### config.mk
export PLATFORM = sky130hd
export DESIGN_NAME = u765_sd_arb
export DESIGN_NICKNAME = d
export VERILOG_FILES = /design/src/rtl/u765_sd_arb.sv
export SDC_FILE = /design/constraint.sdc
export NUM_CORES = 1
export LEC_CHECK = 0
export BUFFER_PORTS_ARGS = -buffer_cell sky130_fd_sc_hd__buf_2
export CAP_MARGIN = 5
export CORE_MARGIN = 2
export CORE_UTILIZATION = 34
export CTS_CLUSTER_SIZE = 24
export DETAILED_ROUTE_END_ITERATION = 10
export PLACE_DENSITY = 0.73
export RECOVER_POWER = 25
export SYNTH_ARGS = -nofsm -noshare
export SYNTH_HDL_FRONTEND = slang
export SYNTH_SLANG_ARGS = --single-unit
### constraint.sdc
create_clock -name clk_sys -period 1.56 [get_ports clk_sys]
set_input_delay 0 -clock clk_sys [delete_from_list [all_inputs] [get_ports clk_sys]]
set_output_delay 0 -clock clk_sys [all_outputs]
set_load 0.05 [all_outputs]
### src/rtl/u765_sd_arb.sv
// u765_sd_arb: shares one host SD block interface between two disk-image
// requesters. Each block transfer is granted atomically (capture, strobe, ack
// window, release) with round-robin fairness between the two ports.
// Optional feature macro: U765_SD_ARB_TIMEOUT_EN enables the hung-host timeout
// counter, the abort path and the err pulse. Without it GRANT waits for
// sd_ack indefinitely and err is tied low.
module u765_sd_arb #(
  parameter int unsigned TIMEOUT = 24'hFFFFFF
) (
  input  logic        clk_sys,
  input  logic        reset_n,
  input  logic [31:0] rq0_lba,
  input  logic [31:0] rq1_lba,
  input  logic [1:0]  rq0_rd,
  input  logic [1:0]  rq1_rd,
  input  logic [1:0]  rq0_wr,
  input  logic [1:0]  rq1_wr,
  output logic        rq0_ack,
  output logic        rq1_ack,
  input  logic [7:0]  rq0_buff_din,
  input  logic [7:0]  rq1_buff_din,
  output logic        rq0_buff_wr,
  output logic        rq1_buff_wr,
  output logic [31:0] sd_lba,
  output logic [1:0]  sd_rd,
  output logic [1:0]  sd_wr,
  input  logic        sd_ack,
  input  logic [8:0]  sd_buff_addr,
  input  logic [7:0]  sd_buff_dout,
  input  logic        sd_buff_wr,
  output logic [7:0]  sd_buff_din,
  output logic [1:0]  grant,
  output logic        err
);

  localparam int unsigned LBA_W = 32;
  localparam int unsigned DRV_W = 2;
  localparam int unsigned GNT_W = 2;

  typedef enum logic [1:0] {
    ST_IDLE  = 2'd0,
    ST_GRANT = 2'd1,
    ST_XFER  = 2'd2
  } state_t;

  state_t             state_q, state_d;
  logic               ptr_q, ptr_d;
  logic [GNT_W-1:0]   grant_d;
  logic [DRV_W-1:0]   sd_rd_d, sd_wr_d;
  logic [LBA_W-1:0]   sd_lba_d;
  logic               err_d;
  logic               pend0, pend1, pick1;
  logic [DRV_W-1:0]   sel_rd, sel_wr;

  // Host address/read data reach the requesters directly at the top level.
  logic unused_host_bus;
  assign unused_host_bus = ^{sd_buff_addr, sd_buff_dout};

`ifdef U765_SD_ARB_TIMEOUT_EN
  localparam int unsigned CNT_W = 24;
  logic [CNT_W-1:0] cnt_q, cnt_d;
`else
  logic unused_timeout;
  assign unused_timeout = ^TIMEOUT;
`endif

  // Pending detection and round-robin winner selection for IDLE.
  assign pend0 = |{rq0_rd, rq0_wr};
  assign pend1 = |{rq1_rd, rq1_wr};
  assign pick1 = pend1 & (~pend0 | ptr_q);

  // Next-state and registered-output logic.
  always_comb begin
    state_d  = state_q;
    ptr_d    = ptr_q;
    grant_d  = grant;
    sd_rd_d  = sd_rd;
    sd_wr_d  = sd_wr;
    sd_lba_d = sd_lba;
    err_d    = 1'b0;
    sel_rd   = pick1 ? rq1_rd : rq0_rd;
    sel_wr   = pick1 ? rq1_wr : rq0_wr;
`ifdef U765_SD_ARB_TIMEOUT_EN
    cnt_d    = cnt_q;
`endif
    case (state_q)
      ST_IDLE: begin
        if (pend0 | pend1) begin
          sd_lba_d = pick1 ? rq1_lba : rq0_lba;
          grant_d  = pick1 ? 2'b10 : 2'b01;
          sd_rd_d  = '0;
          sd_wr_d  = '0;
          // One strobe bit per grant: read beats write, drive 0 beats drive 1.
          if (|sel_rd) sd_rd_d = sel_rd[0] ? 2'b01 : 2'b10;
          else         sd_wr_d = sel_wr[0] ? 2'b01 : 2'b10;
`ifdef U765_SD_ARB_TIMEOUT_EN
          cnt_d    = '0;
`endif
          state_d  = ST_GRANT;
        end
      end
      ST_GRANT: begin
        if (sd_ack) begin
          sd_rd_d = '0;
          sd_wr_d = '0;
          state_d = ST_XFER;
        end
`ifdef U765_SD_ARB_TIMEOUT_EN
        else if (cnt_q == CNT_W'(TIMEOUT)) begin
          sd_rd_d = '0;
          sd_wr_d = '0;
          grant_d = '0;
          err_d   = 1'b1;
          ptr_d   = ~ptr_q;
          state_d = ST_IDLE;
        end else begin
          cnt_d = cnt_q + CNT_W'(1);
        end
`endif
      end
      ST_XFER: begin
        if (!sd_ack) begin
          // Favour the port that did not own this transfer.
          ptr_d   = ~grant[1];
          grant_d = '0;
          state_d = ST_IDLE;
        end
      end
      default: begin
        grant_d = '0;
        sd_rd_d = '0;
        sd_wr_d = '0;
        state_d = ST_IDLE;
      end
    endcase
  end

  // State and registered outputs, synchronous active-low reset.
  always_ff @(posedge clk_sys) begin
    if (!reset_n) begin
      state_q <= ST_IDLE;
      ptr_q   <= 1'b0;
      grant   <= '0;
      sd_rd   <= '0;
      sd_wr   <= '0;
      sd_lba  <= '0;
    end else begin
      state_q <= state_d;
      ptr_q   <= ptr_d;
      grant   <= grant_d;
      sd_rd   <= sd_rd_d;
      sd_wr   <= sd_wr_d;
      sd_lba  <= sd_lba_d;
    end
  end

`ifdef U765_SD_ARB_TIMEOUT_EN
  // Timeout counter and abort pulse.
  always_ff @(posedge clk_sys) begin
    if (!reset_n) begin
      cnt_q <= '0;
      err   <= 1'b0;
    end else begin
      cnt_q <= cnt_d;
      err   <= err_d;
    end
  end
`else
  logic unused_err_d;
  assign unused_err_d = err_d;
  assign err = 1'b0;
`endif

  // Zero-latency routing of ack and buffer bus to the owner.
  assign rq0_ack     = sd_ack & grant[0];
  assign rq1_ack     = sd_ack & grant[1];
  assign rq0_buff_wr = sd_buff_wr & grant[0];
  assign rq1_buff_wr = sd_buff_wr & grant[1];
  assign sd_buff_din = grant[0] ? rq0_buff_din :
                       grant[1] ? rq1_buff_din : 8'h00;

endmodule

==> summary.txt <==
GRT
  • Overall routing resource usage: a little under a quarter
  • First-pass GRT wire length: about 11000 um
  • Number of global-route vias before repair: between 2000 and 2500
  • Largest net degree at the start of global routing: 38
  • Grt ovf: 0
  • Initial antenna violation count: 0

Detailed routing
  • Antenna-violating nets left: 0
  • Remaining DRCs: 0
  • Routed WL per cell: approximately 15 um
  • Via density: about 5.2
  • Via count: about 2400
  • Pre-antenna DRT Iters: 7
  • Drt first-iter violations: 176
  • Total wire length: roughly 7000 um

Power
  • Switching Fraction: 36.9%
  • Overall power: between 0.003 and 0.004 W
  • Pint: 0.00211 W
  • Seq pwr share: between 30 and 40%
  • Power per Cell Area: just under 1000 nW/um^2
  • VDD IR-drop max: roughly 490 uV
  • Clk network pwr share: 24.8%
  • Combinational share of power: between 30% and 40%
  • Switch Pwr: around 0.0012 W
  • Leak: around 1.6 nW

Timing
  • Final hold violations: 0
  • Final period util: ~94%
  • Max_slew headroom: between 50 and 60%
  • Final Max Tran Viols: 0
  • Final Setup Violations: 0
  • Actual slew at the worst max-slew pin: around 650 ps
  • Crit path time final: around 1500 ps
  • PnR worst setup slack: ~97 ps
  • TNS Setup: 0 ps
  • WHS: ~46 ps
  • Worst clock skew: ~6.8 ps
  • RSZ-0062 raised after global routing: no
  • Fmax: just under 0.7 GHz

Critical path
  • Crit path DAT: between 1500 and 2000 ps
  • CP Buf/Inv Count: 1
  • R2r setup slk: roughly 100 ps
  • Critical Path End Type: register
  • Reg-to-Reg End: sd_lba[30]$_SDFFE_PN0P_
  • Crit path required time: between 1500 and 2000 ps
  • Levels on crit path: 5
  • Launch point of the critical path: ptr_q$_SDFFE_PN0P_
  • Crit path capture: sd_lba[30]$_SDFFE_PN0P_
  • Slowest cell delay on critical path: between 300 and 400 ps
  • Worst r2r src: ptr_q$_SDFFE_PN0P_
  • Critical path's slowest cell: dfxtp_4
  • Crit path max-delay family: compound AO/OA/AOI/OAI gates
  • Critical path cell sequence: o41ai_2 -> and3_4 -> buf_12 -> a222oi_1 -> nor2_1
  • Startpoint Class: register
  • CP max FO: 15
  • R2R cell count: 5
  • Setup CP Type: reg -> reg

Floorplan
  • Die height: 77.0 um
  • Initial core utilization: 35.3%
  • Die W: 77.0 um
  • Area of the core: between 5000 and 6000 um^2
  • IO Count: 160
  • Row Count: 26
  • Die area: roughly 5900 um^2

Synthesis
  • Area of the mapped netlist: about 1800 um^2
  • Synth async-reset ratio: 0%
  • Share of the synthesized area in the top cell type: roughly 45%
  • Top cells by count, synth: dfxtp_1, nor2_1, a222oi_1
  • Main synth FF type: dfxtp_1
  • EDFF count, synth: 0
  • Synth cell types: 35
  • Gate Count Post-Synth: between 150 and 200
  • Seq cells post-synth: 41
  • Most common cell in the netlist: dfxtp_1
  • Post-Syn Nets: just under 300
  • Cell accounting for the most synthesized area: dfxtp_1
  • Syn Area/Cell: 9.91 um^2
  • Top cells by area, synth: dfxtp_1, a222oi_1, nor2_1
  • Sequential area share after synthesis: a little under half
  • Number of warnings issued by yosys: 0

Clock network
  • Clk root buf: clkbuf_8
  • CTS sink cnt: just over 40
  • Num CTS Buffers: 5
  • CTS tree: done
  • Skew-Pair Late Insertion Delay: slightly below 300 ps
  • Clk pin slew, worst setup/hold paths: ~80 ps
  • # H-tree levels: 2
  • Setup Fix Bufs, Post-CTS: 0
  • Max Root-Sink Buffers: 2

Worst hold path
  • Min-delay worst type: in -> reg

Place
  • Post-place setup slack: -75.4 ps
  • Placed wire-length estimate: 3970 um
  • IO buf count: about 140
  • Final GP Congestion: 0.815

Outcome
  • Status: finished, final reports clean

Cells and area
  • Net count reported at finish: just over 500
  • Layout cells sized above 1: 39.5%
  • Syn-to-layout area delta: 88.1%

Flow run
  • Max-cap violation count: 0
==> registers in the layout (all words and copies together), names as in the netlist <==
| register | cells |
|---|---|
| grant | 2 |
| sd_lba | 32 |
| sd_wr | 2 |
| state_q | 2 |
| sd_rd | 2 |
| ptr_q | 1 |
==> logic make-up (layout without fill, tap and decap cells) <==
group                     after synthesis  in the layout  share of synthesized area [%]
AOI/OAI and AO/OA                      58             58                           29.4
xor gates and xnor gates                1              1                          0.483
buffers and inverters                  20            234                           8.62
DFF                                    41             41                           45.2
other                                   1              2                          0.207
and+or+nand+nor                        62             62                           16.1
==> worst reg2reg max path, delay by kind of cell (launching register included) <==
| family | cells | cell delay (ps) |
|---|---|---|
| AOI/OAI and AO/OA | 2 | 480 |
| DFF | 1 | 380 |
| and+or+nand+nor | 2 | 310 |
| buffers and inverters | 1 | 150 |
==> per-layer routing <==
layer  routed length, um  part of all wire [%]  track usage [%]  up-vias
met5                   0                     0                0        -
met2                3630                    51             41.2      147
met3                 549                   7.6             5.41       16
met1                2840                    40             25.6     1122
met4                 162                   2.3             7.50        0
li1                    -                     -                -     1157
==> power by group through the flow <==
stage                     Sequential [W]  Combinational (W)  Clock [W]
after detailed placement         0.00122            0.00115          0
after floorplan                  0.00156           0.000486          0
after CTS                        0.00120            0.00128   0.000848
final                            0.00121            0.00131   0.000830
after global placement           0.00122            0.00114          0
after global routing             0.00122            0.00138   0.000886
==> layout by cell type, fill, tap and decap left out, types with 3 or more instances in the layout <==
master,Yosys,routed
buf_2,0,120
dlygate4sd3_1,0,65
dfxtp_1,41,38
nor2_1,37,36
a222oi_1,32,32
clkbuf_1,4,21
buf_4,5,14
a22o_1,9,9
clkbuf_8,2,5
and2_1,4,4
nor3_1,4,4
o21ai_0,4,4
nand4_1,3,3
nand2_1,3,3
buf_12,0,3
==> final cells by class <==
cell class                      count  area (um^2)
Clock inverter                      2         35.0
Multi-Input combinational cell    122          860
Clock buffer                        5         68.8
Antenna cell                        1         2.50
Sequential cell                    41          827
Tap cell                           70         87.6
Timing Repair Buffer              224         1520
Fill cell                         430         1730
Inverter                            3         11.3
==> repair_timing <==
| action | in CTS | in global routing |
|---|---|---|
| pin swaps | 0 | 1 |
| cloned | 0 | 1 |
| resized for setup | 1 | 9 |
| hold buffers | 65 | 0 |
| endpoints found under the hold margin | 33 | 0 |
| setup endpoints to repair | 8 | 30 |
==> worst min-delay path by stage <==
stage / from / end / cells past startpoint
floorplan: sd_ack / state_q[1]$_SDFFE_PN0P_ / 2
global placement: rq1_lba[26] / sd_lba[26]$_SDFFE_PN0P_ / 3
global route: reset_n / sd_rd[0]$_SDFFE_PN0P_ / 2
CTS: reset_n / sd_rd[0]$_SDFFE_PN0P_ / 2
finish: reset_n / sd_rd[0]$_SDFFE_PN0P_ / 2
detailed placement: rq1_lba[19] / sd_lba[19]$_SDFFE_PN0P_ / 3
==> through the flow <==
| step | cells | util, % | instance area [um^2] |
|---|---|---|---|
| global route | 467 | 66.3 | 3410 |
| detailed placement | 394 | 51.1 | 2630 |
| finish | 468 | 66.4 | 3410 |
| CTS | 466 | 65.8 | 3380 |
| floorplan | 183 | - | 1810 |
| global placement | 394 | 51.1 | 2630 |
No activity file was read; power rests on OpenSTA's default activity.
